**src/rtl/key_cmd_queue.sv**
```systemverilog
// key_cmd_queue
// Turns per-key one-pulse inputs from the keyboard block into an ordered
// stream of game command codes and buffers them in a small circular FIFO
// with a valid/ready handshake toward the game-control FSM.
//
// Ports:
//   key_sensitive_clk  block clock
//   rst                asynchronous, active-high reset
//   key_press_1plus    key pulses; bit i maps to command code i
//   flush              synchronous clear of queue and pending events
//   cmd_ready          consumer accepts cmd this cycle
//   cmd_valid          head entry present
//   cmd                head command code
//   count              FIFO occupancy, 0..DEPTH
//   pending_any        at least one event waits for FIFO space
//   drop_cnt           saturating count of merged (lost) events
//
// Optional feature: define KEY_CMD_STATS_EN to build the drop_cnt counter;
// otherwise drop_cnt is tied to 0.

module key_cmd_queue #(
  parameter int unsigned KEY_PRESS_LEN = 7,
  parameter int unsigned DEPTH         = 4,
  parameter int unsigned CMD_W         = 3
) (
  input  logic                       key_sensitive_clk,
  input  logic                       rst,
  input  logic [KEY_PRESS_LEN-1:0]   key_press_1plus,
  input  logic                       flush,
  input  logic                       cmd_ready,
  output logic                       cmd_valid,
  output logic [CMD_W-1:0]           cmd,
  output logic [$clog2(DEPTH):0]     count,
  output logic                       pending_any,
  output logic [7:0]                 drop_cnt
);

  localparam int unsigned PTR_W  = $clog2(DEPTH);
  localparam int unsigned CNT_W  = PTR_W + 1;
  localparam int unsigned DROP_W = 8;

  logic [KEY_PRESS_LEN-1:0] key_q;
  logic [KEY_PRESS_LEN-1:0] pending;
  logic [KEY_PRESS_LEN-1:0] pending_n;
  logic [KEY_PRESS_LEN-1:0] rise;
  logic [KEY_PRESS_LEN-1:0] request;
  logic [KEY_PRESS_LEN-1:0] grant_vec;
  logic [CMD_W-1:0]         grant_idx;
  logic                     found;
  logic                     pop;
  logic                     space;
  logic                     push;

  logic [PTR_W-1:0] wr_ptr, wr_ptr_n;
  logic [PTR_W-1:0] rd_ptr, rd_ptr_n;
  logic [CNT_W-1:0] count_n;
  logic [CMD_W-1:0] head_n;

  logic [CMD_W-1:0] mem [DEPTH];

  // Edge detect, fixed-priority grant (lowest index first) and next-state.
  always_comb begin
    rise      = key_press_1plus & ~key_q;
    request   = pending | rise;
    pop       = cmd_valid & cmd_ready;
    space     = (count < CNT_W'(DEPTH)) | pop;
    grant_vec = '0;
    grant_idx = '0;
    found     = 1'b0;
    if (space) begin
      for (int i = 0; i < int'(KEY_PRESS_LEN); i++) begin
        if (!found && request[i]) begin
          found        = 1'b1;
          grant_idx    = CMD_W'(i);
          grant_vec[i] = 1'b1;
        end
      end
    end
    push      = found & ~flush;

    pending_n = request & ~grant_vec;
    wr_ptr_n  = wr_ptr;
    rd_ptr_n  = rd_ptr;
    count_n   = count;
    if (flush) begin
      // Flush wins over any push or pop in the same cycle.
      pending_n = '0;
      wr_ptr_n  = '0;
      rd_ptr_n  = '0;
      count_n   = '0;
    end else begin
      if (push) wr_ptr_n = wr_ptr + PTR_W'(1);
      if (pop)  rd_ptr_n = rd_ptr + PTR_W'(1);
      case ({push, pop})
        2'b10:   count_n = count + CNT_W'(1);
        2'b01:   count_n = count - CNT_W'(1);
        default: count_n = count;
      endcase
    end

    // Next head: the entry being written if it lands at the new read slot.
    if (push && (wr_ptr == rd_ptr_n)) head_n = grant_idx;
    else                              head_n = mem[rd_ptr_n];
  end

  // Control state and registered outputs.
  always_ff @(posedge key_sensitive_clk or posedge rst) begin
    if (rst) begin
      key_q       <= '0;
      pending     <= '0;
      wr_ptr      <= '0;
      rd_ptr      <= '0;
      count       <= '0;
      cmd_valid   <= 1'b0;
      cmd         <= '0;
      pending_any <= 1'b0;
    end else begin
      key_q       <= key_press_1plus;
      pending     <= pending_n;
      wr_ptr      <= wr_ptr_n;
      rd_ptr      <= rd_ptr_n;
      count       <= count_n;
      cmd_valid   <= (count_n != '0);
      pending_any <= |pending_n;
      if (count_n != '0) cmd <= head_n;
    end
  end

  // Command storage; contents are not reset.
  always_ff @(posedge key_sensitive_clk) begin
    if (push) mem[wr_ptr] <= grant_idx;
  end

`ifdef KEY_CMD_STATS_EN
  localparam int unsigned SUM_W = DROP_W + $clog2(KEY_PRESS_LEN + 1);

  logic [KEY_PRESS_LEN-1:0] merged;
  logic [SUM_W-1:0]         drop_sum;
  logic [DROP_W-1:0]        drop_q;
  logic [DROP_W-1:0]        drop_n;

  // A rise on an already-pending bit is merged and counts as one lost event.
  always_comb begin
    merged   = rise & pending;
    drop_sum = SUM_W'(drop_q);
    for (int i = 0; i < int'(KEY_PRESS_LEN); i++) begin
      drop_sum = drop_sum + SUM_W'(merged[i]);
    end
    if (drop_sum > SUM_W'({DROP_W{1'b1}})) drop_n = {DROP_W{1'b1}};
    else                                   drop_n = drop_sum[DROP_W-1:0];
  end

  always_ff @(posedge key_sensitive_clk or posedge rst) begin
    if (rst) drop_q <= '0;
    else     drop_q <= drop_n;
  end

  assign drop_cnt = drop_q;
`else
  assign drop_cnt = '0;
`endif

endmodule

```
**config.mk**
```make
export PLATFORM = sky130hd
export DESIGN_NAME = key_cmd_queue
export DESIGN_NICKNAME = d
export VERILOG_FILES = /design/src/rtl/key_cmd_queue.sv
export SDC_FILE = /design/constraint.sdc
export NUM_CORES = 1
export LEC_CHECK = 0
export CORE_MARGIN = 2
export CORE_UTILIZATION = 25
export DETAILED_ROUTE_END_ITERATION = 16
export SYNTH_ARGS = -nofsm -noshare
export SYNTH_HDL_FRONTEND = slang
export SYNTH_SLANG_ARGS = --single-unit
```
**constraint.sdc**
```tcl
create_clock -name key_sensitive_clk -period 4.8 [get_ports key_sensitive_clk]
set_input_delay 0.96 -clock key_sensitive_clk [delete_from_list [all_inputs] [get_ports key_sensitive_clk]]
set_output_delay 0.96 -clock key_sensitive_clk [all_outputs]
set_load 0.01 [all_outputs]
```
# [After elaboration in Yosys (flattened, before gate mapping)]
# Memories as Yosys holds them, arrays and structs flattened. A register that Yosys moved wholly into a read port is not among the register bits.
# Cells that the tools add are included.
[word_totals] reg_bits=23 memories=1 ramBits=12
[memory_table] memory="mem" depth=4 width=3 read_ports=1 rd_clocked_by_memory_dff=1 wr=1 line_no="59" text="logic [CMD_W-1:0] mem [DEPTH];"
[op_classes] n_addsub=4 magnitude_cmp=1 eq_ne=2 reduce_logical=15 n_mux=37 bitwise=9
[op_table] cell="$mux 1" count=23
[op_table] cell="$mux 3" count=7
[op_table] cell="$and 7x7->7" count=2
[op_table] cell="$mux 7" count=2
[op_table] cell="$not 7->7" count=2
[op_table] cell="$mux 2" count=4
[op_table] cell="$or 7x7->7" count=1
[op_table] cell="$reduce_or 7->1" count=1
[op_table] cell="$logic_and 1x1->1" count=6
[op_table] cell="$logic_not 1->1" count=6
[op_table] cell="$pmux 3 s2" count=1
[op_table] cell="$add 2x1->2 const B" count=2
[op_table] cell="$add 3x1->3 const B" count=1
[op_table] cell="$lt 3x3->1 const B" count=1
[op_table] cell="$reduce_bool 3->1" count=1
[op_table] cell="$sub 3x1->3 const B" count=1
[op_table] cell="$and 1x1->1" count=2
[op_table] cell="$eq 2x1->1 const B" count=1
[op_table] cell="$eq 2x2->1 const B" count=1
[op_table] cell="$reduce_bool 2->1" count=1
[op_table] cell="$not 1->1" count=1
[op_table] cell="$or 1x1->1" count=1

# [Longest topological paths before layout]
# Gate-level depths: netlist of the first run.
[depth] depth_word=34 mapped_depth=12 depth_no_buf=12

# [Worst setup path after synthesis of the first run]
# OpenSTA, ideal clock, no wires.
[synth_path] kind="input to register" startpoint="in key_press_1plus[4]" endpoint="reg cmd[0], read port of mem" n_path_buf=0 path_slack_ns=1.756 arrival_time_ns=2.966 path_stages=12 cell_sequence="nor2b_1 -> nor2_2 -> nand3_2 -> o21ai_1 -> ha_1 -> fa_1 -> xnor2_1 -> nor2_1 -> xnor2_1 -> a31oi_1 -> nor2_1 -> a21oi_1"
[synth_via] elab_chain_cells=18
[synth_lines] item="from (decl)" line_no="28" text="input logic [KEY_PRESS_LEN-1:0] key_press_1plus,"
[synth_lines] item="$and 7x7->7 (*)" line_no="63" text="rise = key_press_1plus & ~key_q;"
[synth_lines] item="$or 7x7->7 (*)" line_no="64" text="request = pending | rise;"
[synth_lines] item="$logic_and 1x1->1 (*)" line_no="72" text="if (!found && request[i]) begin"
[synth_lines] item="$mux 1 (*)" line_no="72"
[synth_lines] item="$mux 1 (*)" line_no="70" text="if (space) begin"
[synth_lines] item="$logic_not 1->1" line_no="72"
[synth_lines] item="$logic_and 1x1->1" line_no="72"
[synth_lines] item="$mux 1 (*)" line_no="72"
[synth_lines] item="[... 2 more ...]"
[synth_lines] item="$logic_and 1x1->1" line_no="72"
[synth_lines] item="$mux 1 (*)" line_no="72"
[synth_lines] item="$mux 1 (*)" line_no="70"
[synth_lines] item="$and 1x1->1 (*)" line_no="79" text="push = found & ~flush;"
[synth_lines] item="$eq 2x1->1 or $eq 2x2->1 (tied branches)" line_no="94" text="case ({push, pop})"
[synth_lines] item="$pmux 3 s2 (*)" line_no="94"
[synth_lines] item="$mux 3 (*)" line_no="85" text="if (flush) begin"
[synth_lines] item="$reduce_bool 3->1 (*)" line_no="125" text="if (count_n != '0) cmd <= head_n;"
[synth_lines] item="to (decl)" line_no="32" text="output logic [CMD_W-1:0] cmd,"
# Mark *: on every way between the ends. The rest lies on a longest branch, timed or not. The select of a mux whose other input is x is not followed.
# A chain may end at the register's enable or synchronous reset.

# [Final worst setup path of the first run]
[layout_path] startpoint="in key_press_1plus[1]" endpoint="reg cmd[0], read port of mem"
[layout_via] elab_chain_cells=30
[layout_lines] item="$and 7x7->7 (*)" line_no="63"
[layout_lines] item="$or 7x7->7 (*)" line_no="64"
[layout_lines] item="$logic_and 1x1->1 (*)" line_no="72"
[layout_lines] item="$mux 1 (*)" line_no="72"
[layout_lines] item="$mux 1 (*)" line_no="70"
[layout_lines] item="$logic_not 1->1" line_no="72"
[layout_lines] item="$logic_and 1x1->1" line_no="72"
[layout_lines] item="$mux 1 (*)" line_no="72"
[layout_lines] item="[... 14 more ...]"
[layout_lines] item="$logic_and 1x1->1" line_no="72"
[layout_lines] item="$mux 1 (*)" line_no="72"
[layout_lines] item="$mux 1 (*)" line_no="70"
[layout_lines] item="$and 1x1->1 (*)" line_no="79"
[layout_lines] item="$eq 2x1->1 or $eq 2x2->1 (tied branches)" line_no="94"
[layout_lines] item="$pmux 3 s2 (*)" line_no="94"
[layout_lines] item="$mux 3 (*)" line_no="85"
[layout_lines] item="$reduce_bool 3->1 (*)" line_no="125"
# Marks and branches as above.

==> impl_metrics.py, run 1 <==
metrics = {
    "global_routing": {
        "grt.busiest_layer": "met2",
        "antenna_found_initial": 0,
        "grt_usage": 0.09362,
        "grt_use_met1": 0.1218,
        "grt_overflow_total": 0,
        "grt_util_met3": 0.02682,
        "grt_pass1_wl_um": 5871,
        "grt_max_degree": 27,
        "use_met2": 0.1376,
        "grt_pass1_vias": 1143,
    },
    "synth": {
        "synth_top_area_frac": 0.3528,
        "synth_flop_cell": "dfrtp_1",
        "syn_area_mm2": 0.001844,
        "synth.most_common_cell": "dfrtp_1",
        "synth_area_leader_cell": "dfrtp_1",
        "synth-edff-count": 12,
        "synth_seq_cells": 38,
        "ys_top_cells_by_count": "26 x dfrtp_1, 16 x nor2_1, 14 x inv_1",
        "ys_seq_area_frac": 0.5482,
        "synthCells": 151,
        "yosys_warnings": 0,
        "synthTopCellsByArea": "dfrtp_1 35%, edfxtp_1 20%, mux4_2 3.7%",
        "async_reset_ff_frac": 0.6842,
        "syn_area_per_cell_um2": 12.21,
        "synth.distinct_cells": 46,
    },
    "detailed_routing": {
        "wire_per_inst_um": 12.50,
        "drt_wl_total_um": 3425,
        "first_iter_violations": 68,
        "vias": 1133,
        "drc": 0,
        "first_pass_iters": 5,
        "routed_via_density": 4.135,
        "postRouteAntennaNets": 0,
    },
    "layout": {
        "drive_gt1_frac": 0.1486,
        "antenna_cells": 0,
        "final_area_mm2": 0.002198,
        "final_util": 0.3047,
        "nNetsFinal": 191,
        "area_delta_synth_final_pct": 19.20,
    },
    "flow_run": {
        "cap_violations": 0,
    },
    "place": {
        "gp_congestion": 0.7825,
        "pre_cts_ws_ns": 0.9775,
        "place_area_mm2": 0.002113,
        "port_buffers": 18,
        "dp_hpwl_um": 2578,
    },
    "floorplanning": {
        "io-pin-count": 27,
        "initial_core_util": 0.2556,
        "dieWidth_um": 89.89,
        "rows": 31,
        "die_height_um": 89.89,
        "core_area_mm2": 0.007214,
        "die_area_mm2": 0.008080,
    },
    "timing": {
        "setup_viol": 0,
        "fin_ws_ns": 1.325,
        "slew_headroom": 0.3325,
        "worst_pin_slew_ns": 1.000,
        "skew_ns": 0.008754,
        "clock.fmax_mhz": 287.8,
        "finalCritPeriodShare": 0.7239,
        "slew_viol_final": 0,
        "post-route-min-period_ns": 3.475,
        "rsz0062_at_grt": "no",
        "hold_viol": 0,
        "fin_setup_tns_ns": 0,
    },
    "power_and_ir_drop": {
        "power_density_mw_per_mm2": 463.9,
        "ir_drop_mv": 0.1186,
        "p_leak_nw": 0.9097,
    },
    "clock_network": {
        "cts_setup_buffers": 0,
        "ctsHoldBuffers": 0,
        "h-tree-depth": 2,
        "clk_path_buf_depth": 2,
        "cts_root_buffer": "clkbuf_8",
        "cts_resized": 0,
        "clock_latency_ns": 0.30,
        "cts_sinks": 38,
        "cts_tree": "built",
        "numCtsBuffers": 5,
        "clk_pin_slew_worst_paths_ns": 0.07,
    },
    "setup_path": {
        "cp-start-kind": "primary input",
        "crit_start": "key_press_1plus[1]",
        "required_ns": 5.02,
        "crit_type": "in -> reg",
        "r2r-start": "count[2]$_DFF_PP0_",
        "end_kind": "flip-flop",
        "crit_fanout": 7,
        "cp_data_arrival_time_ns": 3.70,
    },
    "hold_path": {
        "min_from": "cmd[2]$_DFFE_PP0P_",
        "hp-class": "reg -> reg",
    },
    "status": {
        "status": "finished clean",
    },
}
[per-stage QoR]
step	power [mW]	hold slack (ns)	instances
floorplan	0.6914	0.5634	158
global placement	0.8147	0.5388	266
detailed placement	0.8180	0.5310	266
CTS	1.034	0.5492	274
global route	1.094	0.5798	274
finish	1.020	0.5488	274
[final cells by class]
type                       count  area [um^2]
clock buffer                   5        68.82
clock inverter                 3        16.27
fill                         744         5016
inverter                      14        52.55
multi-input combinational     96        738.2
sequential                    38         1011
tap                           99        123.9
timing repair buffer          19        187.7
[registers in the layout (all words and copies together), names as in the netlist]
name,cells
pending,7
pending_any,1
mem,12
key_q,7
cmd,3
rd_ptr,2
count,3
wr_ptr,2
cmd_valid,1
[power by group]
| part | switching (mW) | internal [mW] |
|---|---|---|
| clock network | 0.111 | 0.0993 |
| logic | 0.187 | 0.166 |
| registers | 0.0528 | 0.404 |
| total | 0.351 | 0.669 |
[cell families (layout without fill, tap and decap cells)]
family,Yosys count,in the layout,synth area share
simple gates,43,43,0.1316
flops,38,38,0.5482
buf+inv,24,41,0.06580
compound gates,21,21,0.09024
mux,9,9,0.06920
fa+ha+maj,8,8,0.05563
xor+xnor,7,7,0.03732
other cells,1,8,0.002033
[worst max-delay path, cell delays in order]
cell	delay [ns]
clkdlybuf4s50_1	0.44
a21oi_2	0.29
nand4_1	0.25
o21ai_1	0.35
ha_1	0.27
fa_1	0.19
xnor2_1	0.11
nor2_1	0.06
xnor2_1	0.13
a31oi_1	0.42
nor2_1	0.08
a21oi_1	0.13
[final timing paths]
path / depth (start not counted) / slack [ns] / endpoint
max: 12 / 1.33 / cmd[0]$_DFFE_PP0P_
min: 2 / 0.55 / cmd[2]$_DFFE_PP0P_
max reg2reg: 11 / 2.06 / cmd[0]$_DFFE_PP0P_
min reg2reg: 2 / 0.55 / cmd[2]$_DFFE_PP0P_
max in group asynchronous: 2 / 2.99 / count[0]$_DFF_PP0_
min in group asynchronous: 2 / 1.19 / key_q[3]$_DFF_PP0_
[cell usage in the layout, fill, tap and decap left out, types with 2 or more instances in the layout]
cell type,count
a211oi_1,2
a21oi_1,4
a21oi_2,3
a31oi_1,2
clkbuf_8,5
clkdlybuf4s50_1,18
conb_1,8
dfrtp_1,26
edfxtp_1,12
ha_1,5
inv_1,14
maj3_1,2
mux2i_1,6
mux4_2,3
nand2_1,5
nand3_1,2
nor2_1,16
nor2_2,2
nor2b_1,2
nor3_1,4
o21ai_1,2
xnor2_1,3
xor2_1,3
[per-layer routing]
metal  vias to the layer above  share of wire
met3                         8          0.059
li1                        550              -
met2                        30           0.45
met4                         0          0.028
met5                         -              0
met1                       545           0.46
Note: power is estimated with default switching activity, not from simulation.
==> run 2: changes to the inputs <==
clock period = 3.05 ns   (was 4.8 ns; I/O delays follow)
==> impl_metrics.py, run 2 (synthesis gave the netlist of run 1 again) <==
metrics = {
    "power_and_ir_drop": {
        "power_density_mw_per_mm2": 768.8,
        "power_mw": 1.840,
        "ir_drop_mv": 0.2534,
        "p_leak_nw": 1.023,
    },
    "clock_network": {
        "ctsHoldBuffers": 0,
        "clk_path_buf_depth": 2,
        "h-tree-depth": 2,
        "cts_sinks": 38,
        "clk_pin_slew_worst_paths_ns": 0.07,
        "clock_latency_ns": 0.29,
        "cts_tree": "built",
        "numCtsBuffers": 5,
        "cts_root_buffer": "clkbuf_8",
    },
    "timing": {
        "setup_viol": 0,
        "rsz0062_at_grt": "no",
        "clock.fmax_mhz": 360.5,
        "slew_headroom": 0.6550,
        "finalCritPeriodShare": 0.9094,
        "worst_pin_slew_ns": 0.5151,
        "skew_ns": 0.006699,
        "post-route-min-period_ns": 2.774,
        "slew_viol_final": 0,
        "hold_viol": 0,
        "fin_hold_ws_ns": 0.5396,
    },
    "floorplanning": {
        "io-pin-count": 27,
        "dieWidth_um": 89.89,
        "rows": 31,
        "die_area_mm2": 0.008080,
        "initial_core_util": 0.2556,
        "die_height_um": 89.89,
        "core_area_mm2": 0.007214,
    },
    "setup_path": {
        "slowest_delay_ns": 0.49,
        "required_ns": 3.23,
        "crit_fanout": 7,
        "r2r-start": "count[2]$_DFF_PP0_",
        "cpMostUsedCell": "nor2_1",
        "cp-start-kind": "primary input",
        "path_cells": "clkdlybuf4s50_1 -> nor2b_4 -> nor2_1 -> nand4_1 -> o21ai_1 -> ha_2 -> fa_1 -> xnor2_1 -> nor2_1 -> xnor2_1 -> a31oi_1 -> buf_4 -> nor2_1 -> a21oi_1",
        "worst_path_max_delay_cell": "clkdlybuf4s50_1",
        "crit_type": "in -> reg",
        "cp_data_arrival_time_ns": 2.95,
        "end_kind": "flip-flop",
        "crit_start": "key_press_1plus[0]",
    },
    "place": {
        "gp_congestion": 0.8646,
        "port_buffers": 18,
        "dp_hpwl_um": 2551,
    },
    "layout": {
        "antenna_cells": 0,
        "largest_registers": "mem x12, key_q x7, pending x7",
        "layout_commonest_cell": "dfrtp_1",
        "largest_reg_flops": 12,
        "drive_gt1_frac": 0.2423,
        "area_delta_synth_final_pct": 29.78,
        "fill_cells": 743,
        "final_util": 0.3318,
        "mostFrequentLayoutCells": "26 x dfrtp_1, 20 x buf_4, 18 x clkdlybuf4s50_1, 16 x nor2_1, 14 x inv_1",
        "nNetsFinal": 210,
        "regMostFlops": "mem",
    },
    "hold_path": {
        "min_from": "cmd[2]$_DFFE_PP0P_",
        "hp-class": "reg -> reg",
    },
    "flow_run": {
        "cap_violations": 0,
    },
    "detailed_routing": {
        "first_pass_iters": 4,
        "wire_per_inst_um": 11.61,
        "vias": 1183,
        "drt_wl_total_um": 3403,
        "routed_via_density": 4.038,
        "drc": 0,
        "first_iter_violations": 37,
        "postRouteAntennaNets": 0,
    },
    "global_routing": {
        "grt_pass1_wl_um": 5913,
        "grt_usage": 0.09270,
        "grt_overflow_total": 0,
        "antenna_found_initial": 0,
        "grt_pass1_vias": 1216,
        "grt_max_degree": 27,
    },
    "status": {
        "status": "finished clean",
    },
}
-- run 2: final timing paths --
path                                         end  slack [ns]  cells past startpoint
min in group asynchronous  pending_any$_DFF_PP0_        0.67                      3
min reg2reg                   cmd[2]$_DFFE_PP0P_        0.54                      2
max in group asynchronous  wr_ptr[1]$_DFFE_PP0P_        2.14                      3
min                           cmd[2]$_DFFE_PP0P_        0.54                      2
max                           cmd[0]$_DFFE_PP0P_        0.28                     14
max reg2reg                   cmd[0]$_DFFE_PP0P_        0.64                     12
-- run 2: cell type report --
type	count	area [um^2]	share of cell area
flip-flops and latches	38	1011	0.4224
clock inverters	3	63.81	0.02666
inverters	14	52.55	0.02196
clock buffers	5	68.82	0.02875
well taps	99	123.9	0.05175
repair buffers	38	330.3	0.1380
multi-input cells	96	743.2	0.3105
-- run 2: repair_timing --
| item | CTS | global route |
|---|---|---|
| resized for setup | 0 | 2 |
| endpoints found under the setup margin | 0 | 3 |
| setup buffers | 0 | 1 |
-- run 2: worst max-delay path: cells and delay by family --
kind                     cells  cell delay, ns
adder cells (fa/ha/maj)      2            0.58
XOR/XNOR                     2            0.34
buffers and inverters        2            0.66
AO/OA/AOI/OAI                3            0.26
AND/OR/NAND/NOR              5            0.50
-- run 2: through the flow --
stage               setup slack (ns)  cell area [um^2]  std cells   TNS, ns
floorplan                     0.3561              1871        158         0
global placement            -0.03632              2248        284  -0.09838
detailed placement          -0.08868              2248        284   -0.2198
CTS                           0.2021              2381        292         0
global route                 0.02633              2394        293         0
finish                        0.2764              2394        293         0
-- run 2: metal layers --
layer,GRT usage,vias to the layer above,share of wire
met5,0,-,0
met4,0.03974,0,0.016
met3,0.02598,4,0.031
met2,0.1420,23,0.47
met1,0.1234,562,0.49
li1,-,594,-
-- run 2: power by group --
group	switching, mW	leakage, nW	total [mW]	internal [mW]
Clock	0.176	0.0658	0.499	0.324
Sequential	0.0780	0.440	0.713	0.635
Combinational	0.303	0.517	0.628	0.325
